--- src/rtl/spi_pkg.sv ---
// Shared types and helpers for the SPI master shift engine.
package spi_pkg;

  localparam int DATA_W_DEF   = 32;
  localparam int DIV_BASE_DEF = 2;
  localparam int HCNT_W       = 8;

  typedef enum logic [2:0] {
    ST_IDLE,
    ST_SETUP,
    ST_XFER,
    ST_HOLD,
    ST_DONE
  } spi_state_e;

  // SCLK half-period in system clocks for a given rate select.
  function automatic logic [HCNT_W-1:0] half_period(input logic [HCNT_W-1:0] base,
                                                    input logic [1:0]        scks);
    return base << scks;
  endfunction

endpackage

--- src/rtl/spi_clk_gen.sv ---
// Half-period down-counter: ticks every H enabled cycles and tracks whether the
// next SCLK edge is leading or trailing.
module spi_clk_gen
  import spi_pkg::*;
(
  input  logic              clk,
  input  logic              rst,
  input  logic              en_i,
  input  logic              clr_i,
  input  logic              edge_en_i,
  input  logic [HCNT_W-1:0] half_i,
  output logic              tick_o,
  output logic              lead_o
);

  logic [HCNT_W-1:0] cnt_q, cnt_d;
  logic              phase_q, phase_d;

  always_comb begin
    cnt_d   = cnt_q;
    phase_d = phase_q;
    if (clr_i) begin
      cnt_d   = half_i - HCNT_W'(1);
      phase_d = 1'b0;
    end else if (en_i) begin
      if (cnt_q == '0) begin
        cnt_d = half_i - HCNT_W'(1);
        if (edge_en_i) phase_d = ~phase_q;
      end else begin
        cnt_d = cnt_q - HCNT_W'(1);
      end
    end
  end

  always_ff @(posedge clk or posedge rst) begin
    if (rst) begin
      cnt_q   <= '0;
      phase_q <= 1'b0;
    end else begin
      cnt_q   <= cnt_d;
      phase_q <= phase_d;
    end
  end

  assign tick_o = en_i && !clr_i && (cnt_q == '0);
  assign lead_o = ~phase_q;

endmodule

--- src/rtl/spi_master_core.sv ---
// SPI master: one fixed-length full-duplex transfer per accepted start_op.
//   state | meaning
//   IDLE  | sclk follows ctrl_cpol, waiting for start_op
//   SETUP | slave selected, H cycles before first SCLK edge
//   XFER  | 2*DATA_W SCLK edges, shift/sample
//   HOLD  | H cycles, sclk back at cpol, slave still selected
//   DONE  | deselect, done pulse
module spi_master_core
  import spi_pkg::*;
#(
  parameter int DATA_W   = DATA_W_DEF,
  parameter int DIV_BASE = DIV_BASE_DEF
) (
  input  logic              clk,
  input  logic              rst,
  input  logic [DATA_W-1:0] tx_data,
  input  logic              ctrl_cpol,
  input  logic              ctrl_cpha,
  input  logic              ctrl_order,
  input  logic [3:0]        ctrl_slave_en,
  input  logic              ctrl_rd,
  input  logic [1:0]        ctrl_scks,
  input  logic              start_op,
  output logic [DATA_W-1:0] rx_data,
  output logic              busy,
  output logic              done,
  output logic              sclk,
  output logic              mosi,
  input  logic              miso,
  output logic [3:0]        ss_n
);

  localparam int EW = $clog2(2 * DATA_W);
  localparam logic [EW-1:0] LAST_EDGE = EW'(2 * DATA_W - 1);

  spi_state_e        state_q, state_d;
  logic [DATA_W-1:0] tx_sh_q, rx_sh_q, rx_data_q;
  logic [DATA_W-1:0] tx_rev, tx_ord, rx_in;
  logic              cpol_q, cpha_q, order_q, rd_q, sclk_q, mosi_q;
  logic [3:0]        sel_q;
  logic [1:0]        scks_q;
  logic [EW-1:0]     edge_q;
  logic [HCNT_W-1:0] half;
  logic              start_acc, tick, lead, active, last_edge, shift_edge, sample_edge;

  assign start_acc = (state_q == ST_IDLE) && start_op && (ctrl_slave_en != 4'h0);
  assign active    = (state_q == ST_SETUP) || (state_q == ST_XFER) || (state_q == ST_HOLD);
  // Reload value must come from the live input on the accepting edge.
  assign half      = half_period(HCNT_W'(DIV_BASE), start_acc ? ctrl_scks : scks_q);

  spi_clk_gen u_clk_gen (
    .clk       (clk),
    .rst       (rst),
    .en_i      (active),
    .clr_i     (start_acc),
    .edge_en_i (state_q == ST_XFER),
    .half_i    (half),
    .tick_o    (tick),
    .lead_o    (lead)
  );

  // Internally always shift MSB-first; LSB-first words are bit-reversed on load.
  assign tx_rev      = {<<{tx_data}};
  assign tx_ord      = ctrl_order ? tx_data : tx_rev;
  assign rx_in       = order_q ? {rx_sh_q[DATA_W-2:0], miso} : {miso, rx_sh_q[DATA_W-1:1]};
  assign last_edge   = (edge_q == LAST_EDGE);
  assign shift_edge  = cpha_q ? lead : (!lead && !last_edge);
  assign sample_edge = cpha_q ? !lead : lead;

  always_comb begin
    state_d = state_q;
    case (state_q)
      ST_IDLE:  if (start_acc) state_d = ST_SETUP;
      ST_SETUP: if (tick) state_d = ST_XFER;
      ST_XFER:  if (tick && last_edge) state_d = ST_HOLD;
      ST_HOLD:  if (tick) state_d = ST_DONE;
      ST_DONE:  state_d = ST_IDLE;
      default:  state_d = ST_IDLE;
    endcase
  end

  always_ff @(posedge clk or posedge rst) begin
    if (rst) state_q <= ST_IDLE;
    else     state_q <= state_d;
  end

  always_ff @(posedge clk or posedge rst) begin
    if (rst) begin
      tx_sh_q   <= '0;
      rx_sh_q   <= '0;
      rx_data_q <= '0;
      cpol_q    <= 1'b0;
      cpha_q    <= 1'b0;
      order_q   <= 1'b0;
      rd_q      <= 1'b0;
      sel_q     <= 4'h0;
      scks_q    <= 2'b00;
      edge_q    <= '0;
      sclk_q    <= 1'b0;
      mosi_q    <= 1'b0;
    end else begin
      if (start_acc) begin
        tx_sh_q <= ctrl_cpha ? tx_ord : (tx_ord << 1);
        if (!ctrl_cpha) mosi_q <= tx_ord[DATA_W-1];
        rx_sh_q <= '0;
        cpol_q  <= ctrl_cpol;
        cpha_q  <= ctrl_cpha;
        order_q <= ctrl_order;
        rd_q    <= ctrl_rd;
        sel_q   <= ctrl_slave_en;
        scks_q  <= ctrl_scks;
        edge_q  <= '0;
        sclk_q  <= ctrl_cpol;
      end else if (state_q == ST_IDLE) begin
        sclk_q <= ctrl_cpol;
      end else if ((state_q == ST_XFER) && tick) begin
        sclk_q <= ~sclk_q;
        edge_q <= edge_q + EW'(1);
        if (shift_edge) begin
          mosi_q  <= tx_sh_q[DATA_W-1];
          tx_sh_q <= tx_sh_q << 1;
        end
        if (sample_edge) rx_sh_q <= rx_in;
      end
      if ((state_q == ST_HOLD) && tick && rd_q) rx_data_q <= rx_sh_q;
    end
  end

  assign rx_data = rx_data_q;
  assign busy    = (state_q != ST_IDLE);
  assign done    = (state_q == ST_DONE);
  assign sclk    = sclk_q;
  assign mosi    = mosi_q;
  assign ss_n    = active ? ~sel_q : 4'hF;

endmodule

--- config.mk ---
export PLATFORM = sky130hd
export DESIGN_NAME = spi_master_core
export DESIGN_NICKNAME = d
export VERILOG_FILES = /design/src/rtl/spi_pkg.sv /design/src/rtl/spi_clk_gen.sv /design/src/rtl/spi_master_core.sv
export SDC_FILE = /design/constraint.sdc
export NUM_CORES = 1
export LEC_CHECK = 0
export CORE_ASPECT_RATIO = 1.5
export CORE_MARGIN = 4
export CORE_UTILIZATION = 38
export CTS_BUF_LIST = sky130_fd_sc_hd__clkbuf_2
export CTS_CLUSTER_DIAMETER = 30
export DETAILED_ROUTE_END_ITERATION = 12
export PLACE_DENSITY_LB_ADDON = 0.25
export SLEW_MARGIN = 10
export SYNTH_ARGS = -nofsm -noshare
export SYNTH_HDL_FRONTEND = slang
export SYNTH_SLANG_ARGS = --single-unit
--- constraint.sdc ---
create_clock -name clk -period 4.4 [get_ports clk]
set_input_delay 0.44 -clock clk [delete_from_list [all_inputs] [get_ports clk]]
set_output_delay 0.44 -clock clk [all_outputs]
set_load 0.02 [all_outputs]
# ---- After elaboration in Yosys (flattened, before gate mapping)
# Index checks and enable logic that the tools add are counted.
dict set report classes {
  add_sub_neg 3
  n_eq_ne 10
  shift 1
  mux 38
  bitwise 3
  n_reduce_logical 30
}
# cell n
set ops {}
lappend ops {{$mux 32} 11}
lappend ops {{$mux 8} 3}
lappend ops {{$mux 6} 3}
lappend ops {{$sub 8x1->8 const B} 2}
lappend ops {{$mux 1} 14}
lappend ops {{$mux 3} 4}
lappend ops {{$pmux 3 s4} 1}
lappend ops {{$reduce_bool 2->1} 6}
lappend ops {{$logic_and 1x1->1} 9}
lappend ops {{$reduce_and 3->1} 3}
lappend ops {{$logic_not 8->1} 1}
lappend ops {{$ne 2x2->1 const B} 4}
lappend ops {{$reduce_and 4->1} 2}
lappend ops {{$shl 2x2->8 const A} 1}
lappend ops {{$add 6x1->6 const B} 1}
lappend ops {{$eq 3x2->1 const B} 2}
lappend ops {{$eq 6x6->1 const B} 1}
lappend ops {{$reduce_bool 3->1} 2}
lappend ops {{$mux 4} 1}
lappend ops {{$not 4->4} 1}
lappend ops {{$reduce_bool 4->1} 1}
lappend ops {{$eq 3x1->1 const B} 1}
lappend ops {{$eq 3x3->1 const B} 1}
lappend ops {{$logic_not 3->1} 1}
lappend ops {{other kinds (6)} 9}
dict set report word_totals {
  reg_bits 125
  in_bits 46
  output_inout_bits 40
  wordCells 99
}

# ---- Logic depth before layout (Yosys ltp)
dict set report logic_depth {
  ltp_word 10
  depth_mapped 10
  depth_no_buf 6
}

# ---- Hierarchy
# A second synthesis with hierarchy kept.
dict set report unflattened {
  cells_unflattened 552
  area_unflattened_um2 6729.0
}
# module instances cells_each area_each_um2 seq_area_each_um2
set by_module_without_submodules {}
lappend by_module_without_submodules {spi_master_core 1 470 6009.5 2902.8}
lappend by_module_without_submodules {spi_clk_gen 1 82 719.4 225.2}

# ---- Least setup slack after synthesis
# OpenSTA, ideal clock, no wires.
dict set report synth_timing {
  kind {in2reg}
  start {in ctrl_cpha}
  end {reg tx_sh_q[20]}
  setup_time_ps 127
  arrival_time_ps 2009
  t_required_ps 4273
  path_slack_ps 2264
  cell_stages 6
  path_buffers 3
  path_cell_list {buf_2 buf_2 buf_2 mux4_2 mux2_2 mux2_1}
}
dict set report synth_between {
  elab_chain_cells 2
}
# element line
set synth_rtl {}
lappend synth_rtl {{start: declaration} spi_master_core.sv:18} ;# input logic ctrl_cpha,
lappend synth_rtl {{$mux 32} spi_master_core.sv:103} ;# tx_sh_q <= ctrl_cpha ? tx_ord : (tx_ord << 1);
lappend synth_rtl {{$mux 32} spi_master_core.sv:102} ;# if (start_acc) begin
lappend synth_rtl {{end signal: assignment} spi_master_core.sv:103}
lappend synth_rtl {{end signal: assignment} spi_master_core.sv:121} ;# tx_sh_q <= tx_sh_q << 1;
lappend synth_rtl {{end: declaration} spi_master_core.sv:37} ;# logic [DATA_W-1:0] tx_sh_q, rx_sh_q, rx_data_q;
# No other way between the ends.
# A chain may end at the register's enable or synchronous reset.

# ---- Worst setup path in the final report
dict set report layout_timing {
  start {reg state_q[0]}
  end {reg tx_sh_q[26]}
}
dict set report layout_between {
  elab_chain_cells 9
  word_cells_on_any_way 17
  cone_classes {4 x eq/ne; 1 x mux; 12 x reduce/logical}
}
# element line
set layout_rtl {}
lappend layout_rtl {{start: declaration} spi_master_core.sv:36} ;# spi_state_e state_q, state_d;
lappend layout_rtl {{start signal: assignment} spi_master_core.sv:84} ;# else state_q <= state_d;
lappend layout_rtl {{$logic_not 3->1} {spi_master_core.sv:46, spi_master_core.sv:114}}
lappend layout_rtl {{$logic_and 1x1->1 (2 in series)} spi_master_core.sv:46} ;# assign start_acc = (state_q == ST_IDLE) && start_op && (ctrl_slave_en != 4'h0);
lappend layout_rtl {{$logic_not 1->1} spi_clk_gen.sv:45} ;# assign tick_o = en_i && !clr_i && (cnt_q == '0);
lappend layout_rtl {{$logic_and 1x1->1 (2 in series)} spi_clk_gen.sv:45}
lappend layout_rtl {{$logic_and 1x1->1} spi_master_core.sv:116} ;# end else if ((state_q == ST_XFER) && tick) begin
lappend layout_rtl {{$reduce_bool 2->1 (no source line)} n/a}
lappend layout_rtl {{$reduce_and 3->1 (no source line)} n/a}
# Several ways; a longest one is shown, not always the timed one.

==> reports/results.md <==
| Quantity | This run | Unit |
| --- | --- | --- |
| Starting DRT DRC Count | 278 | - |
| Transition at the pin with the smallest max-transition slack | 1.09 | ns |
| Mux contribution to synthesized area | 31.5 | % |
| Combinational group share of total power | 35.1 | % |
| Finish-stage setup viols | 0 | - |
| Fin crit period | 2.92 | ns |
| Clock share of power | 17.0 | % |
| Top cell type by total area after synthesis | sky130_fd_sc_hd__dfrtp_1 | - |
| Post-Route M1 WL | 6200 | um |
| Dominant cells by area after synthesis | sky130_fd_sc_hd__dfrtp_1, sky130_fd_sc_hd__mux2_2, sky130_fd_sc_hd__mux4_2, sky130_fd_sc_hd__mux2i_1, sky130_fd_sc_hd__o21ai_0 | - |
| Top FF cell, synth | sky130_fd_sc_hd__dfrtp_1 | - |
| Class of the most critical setup path | flop to flop | - |
| Overall die area | 20000 | um^2 |
| Area grow syn2layout | 17.5 | % |
| Post-detailed-route via-to-cell ratio | 5.45 | - |
| Final hold violations | 0 | - |
| Result of the run | finished, final reports clean | - |
| Pin count of the biggest net entering global routing | 126 | - |
| Standard cell core area | 17400 | um^2 |
| Mapped Cells | 544 | - |
| Simple-Gate Fraction of Synth Area | 9.40 | % |
| Internal power contribution | 2.47 | mW |
| Synth Area in Adders | 0.557 | % |
| Detail Route met2 WL | 6870 | um |
| Fraction of synthesized cell area taken by the top area cell type | 46.4 | % |
| Clk Latency, worst-skew pair | 0.66 | ns |
| Post-synthesis average cell area | 12.4 | um^2 |
| Total global routing track utilization | 14.8 | % |
| Number of nets with antenna violations after detailed routing | 0 | - |
| Worst setup skew after layout | 0.0424 | ns |
| Net count of the finished layout | 661 | - |
| Compound-gate portion of the synthesized area | 7.26 | % |
| Worst IR Drop VDD | 0.196 | mV |
| Max-slew violation total from the final report | 0 | - |
| Max transition margin | 27.3 | % |
| Number of cells on the worst reg-to-reg path | 6 | - |
| Clock tree sinks | 125 | - |
| Number of buffers inserted during clock tree synthesis | 17 | - |
| Sum of met3 wire segment lengths after detailed routing | 589 | um |
| Number of warning messages in the yosys log | 0 | - |
| Period utilisation layout | 66.4 | % |
| Via count | 4569 | - |
| FMAX | 0.342 | GHz |
| Fraction of power spent switching nets | 38.1 | % |
| Worst setup EP type | flop | - |
| Placed instance count | 806 | - |
| Root Buffer | sky130_fd_sc_hd__clkbuf_2 | - |
| Synth async-reset ratio | 100 | % |
| Kind of launch point of the worst setup path | flop | - |
| Clock transition at path regs | 0.22 | ns |
| Maximum net fanout on the critical path | 28 | - |
| Die extent in y | 171 | um |
| Count of flip-flops with a built-in enable after synthesis | 0 | - |
| Share of post-route cells with drive strength above 1 | 25.0 | % |
| TNS Setup | 0 | ns |
| CTS H-Tree Depth | 4 | - |
| Count of different cell masters after synthesis | 54 | - |
| Horizontal die dimension | 117 | um |
| Max Root-Sink Buffers | 2 | - |
| Post-CTS sizing | 0 | - |
| Antenna violations before repair | 0 | - |
| Combinational family with the most area after synthesis | multiplexers | - |
| Post-CTS Setup Bufs | 0 | - |
| Top layer reached by signal wires | met4 | - |
| Router iterations before antenna repair | 4 | - |
| Reported net switching power | 1.52 | mW |
| Final routed wirelength across all metal layers | 13800 | um |
| Area share of xor/xnor cells in the synthesized design | 0.910 | % |
| Path type of the worst min-delay path | primary input to asynchronous set/reset pin | - |
| Number of global-route vias before repair | 4761 | - |
| Crit Reg-Reg Endpoint | tx_sh_q[26]$_DFFE_PP0P_ | - |
| FP Rows | 59 | - |
| Post-detailed-placement half-perimeter wirelength | 9640 | um |
| Share of the yosys chip area belonging to registers | 46.4 | % |
| Sequential cell fraction of total power | 47.9 | % |
| Synthesized Nets | 593 | - |
| Starting density of the core | 38.7 | % |
| Final Instance Count excl. Fillers | 839 | - |
| Routed wire length per instance | 16.5 | um |
| Leakage power of the design | 3.47 | nW |
| Launch point of the worst reg-to-reg path | state_q[0]$_DFFE_PP0P_ | - |
| Setup repair after global routing missed its margin | false | - |
| Input/output buffers | 85 | - |
| Filler cell count | 1633 | - |
| TritonCTS clock tree | yes | - |
| Number of max-capacitance violations reported | 0 | - |
| Syn Std Cell Area | 6740 | um^2 |
| Global-route wire length before repair | 23900 | um |
| Top-Level Pins | 86 | - |
| Data arrival, critical path | 3.48 | ns |
| Remaining global-route overflow | 0 | - |
| Drc violations | 0 | - |
| Synthesis-stage register bit count | 125 | - |
| PD cells | 504 | nW/um^2 |
| Worst R2R Setup Slack | 1.48 | ns |
| Final Wtd Congestion | 0.769 | - |
| Critical path origin | state_q[0]$_DFFE_PP0P_ | - |
| Critical path required time | 4.96 | ns |
| Quantity of hold-fixing buffers added after cts | 0 | - |
## synthesized netlist by cell type (7+ instances only)
cell type and n:
sky130_fd_sc_hd__mux2i_1 37, sky130_fd_sc_hd__buf_2 19, sky130_fd_sc_hd__inv_1 8, sky130_fd_sc_hd__nor3_1 8, sky130_fd_sc_hd__clkbuf_1 17, sky130_fd_sc_hd__nand2_1 40
sky130_fd_sc_hd__nor2_1 12, sky130_fd_sc_hd__mux2_4 14, sky130_fd_sc_hd__mux2_2 61, sky130_fd_sc_hd__o21ai_0 44, sky130_fd_sc_hd__dfrtp_1 125, sky130_fd_sc_hd__mux4_2 30
sky130_fd_sc_hd__a21oi_1 7, sky130_fd_sc_hd__nand3_1 36, sky130_fd_sc_hd__mux2_1 16
## area by class of cell
cell class	instances	area, um^2	area share (%)
timing repair buffer	92	911	11.5
antenna	1	2.50	0.0316
tap	213	267	3.37
multi-input combinational	367	3350	42.3
inverter	9	36.3	0.458
sequential	125	3130	39.5
clock inverter	15	138	1.74
clock buffer	17	85.1	1.07
## how the worst max path moves through the flow
stage	end	slack, ns	cells past startpoint
final	tx_sh_q[26]$_DFFE_PP0P_	1.48	6
after global routing	tx_sh_q[25]$_DFFE_PP0P_	1.31	6
after CTS	tx_sh_q[25]$_DFFE_PP0P_	1.43	6
after detailed placement	mosi$_DFFE_PP0P_	1.36	6
after global placement	tx_sh_q[17]$_DFFE_PP0P_	1.41	6
after floorplan	cpha_q$_DFFE_PP0N_	0.63	1
## through the flow
| stage | setup slack, ns | instance area, um^2 | hold slack [ns] | utilization, % | power (mW) |
|---|---|---|---|---|---|
| 4_1_cts | 1.43 | 7920 | 0.237 | 45.4 | 4.05 |
| 5_1_grt | 1.31 | 7920 | 0.233 | 45.4 | 4.32 |
| 2_1_floorplan | 0.632 | 6740 | 0.445 | - | 2.88 |
| 6_report | 1.48 | 7920 | 0.220 | 45.4 | 3.99 |
| 3_5_place_dp | 1.36 | 7690 | 0.473 | 44.2 | 3.36 |
| 3_3_place_gp | 1.41 | 7690 | 0.458 | 44.2 | 3.30 |
## registers in the layout, indices dropped and copies added (netlist names)
signal and count:
edge_q 6, rd_q 1, u_clk_gen.phase_q 1, mosi 1, rx_data 32, rx_sh_q 32, tx_sh_q 32, scks_q 2
state_q 3, cpha_q 1, order_q 1, sclk 1, sel_q 4, u_clk_gen.cnt_q 8
## cells by family (layout without fill, tap and decap cells)
group / after synthesis / after routing
mux: 158 / 158
flops: 125 / 125
simple gates: 123 / 123
compound gates: 76 / 76
buf+inv: 52 / 133
xor+xnor: 7 / 7
fa+ha+maj: 3 / 3
other cells: 0 / 1
## critical path: stages (launching register included)
cell and delay, ns:
sky130_fd_sc_hd__dfrtp_1 0.54, sky130_fd_sc_hd__nor3_4 0.40, sky130_fd_sc_hd__inv_2 0.18, sky130_fd_sc_hd__nor2_4 0.63, sky130_fd_sc_hd__buf_4 0.40, sky130_fd_sc_hd__mux2_2 0.37, sky130_fd_sc_hd__mux2_1 0.29
## metal layers
| metal | vias to the layer above | GRT usage [%] |
|---|---|---|
| li1 | 2156 | - |
| met1 | 2290 | 19.5 |
| met2 | 110 | 24.3 |
| met3 | 13 | 3.72 |
| met4 | 0 | 4.29 |
| met5 | - | 0 |
## power groups by stage
stage / Clock (mW) / Sequential [mW] / Combinational (mW)
after floorplan: 0 / 1.83 / 1.05
final: 0.677 / 1.91 / 1.40
after global routing: 0.767 / 1.98 / 1.57
after global placement: 0 / 1.93 / 1.37
after CTS: 0.712 / 1.92 / 1.42
after detailed placement: 0 / 1.94 / 1.41
## placed cells by master, fill, tap and decap left out, drive strengths merged, types with 2 or more instances in the layout
cell,n
dfrtp,125
mux2,91
clkdlybuf4s50,84
o21ai,44
nand2,40
mux2i,37
nand3,36
mux4,30
clkbuf,17
inv,14
nor2,13
nor3,10
buf,8
a21oi,7
xnor2,5
nand4,5
clkinvlp,5
a22oi,4
o211ai,4
clkinv,4
and3,3
a211oi,3
or4,3
ha,3
nand2b,2
o22ai,2
nor3b,2
xor2,2
nor4b,2
and2,2
Power figures use the tool's default switching activity.
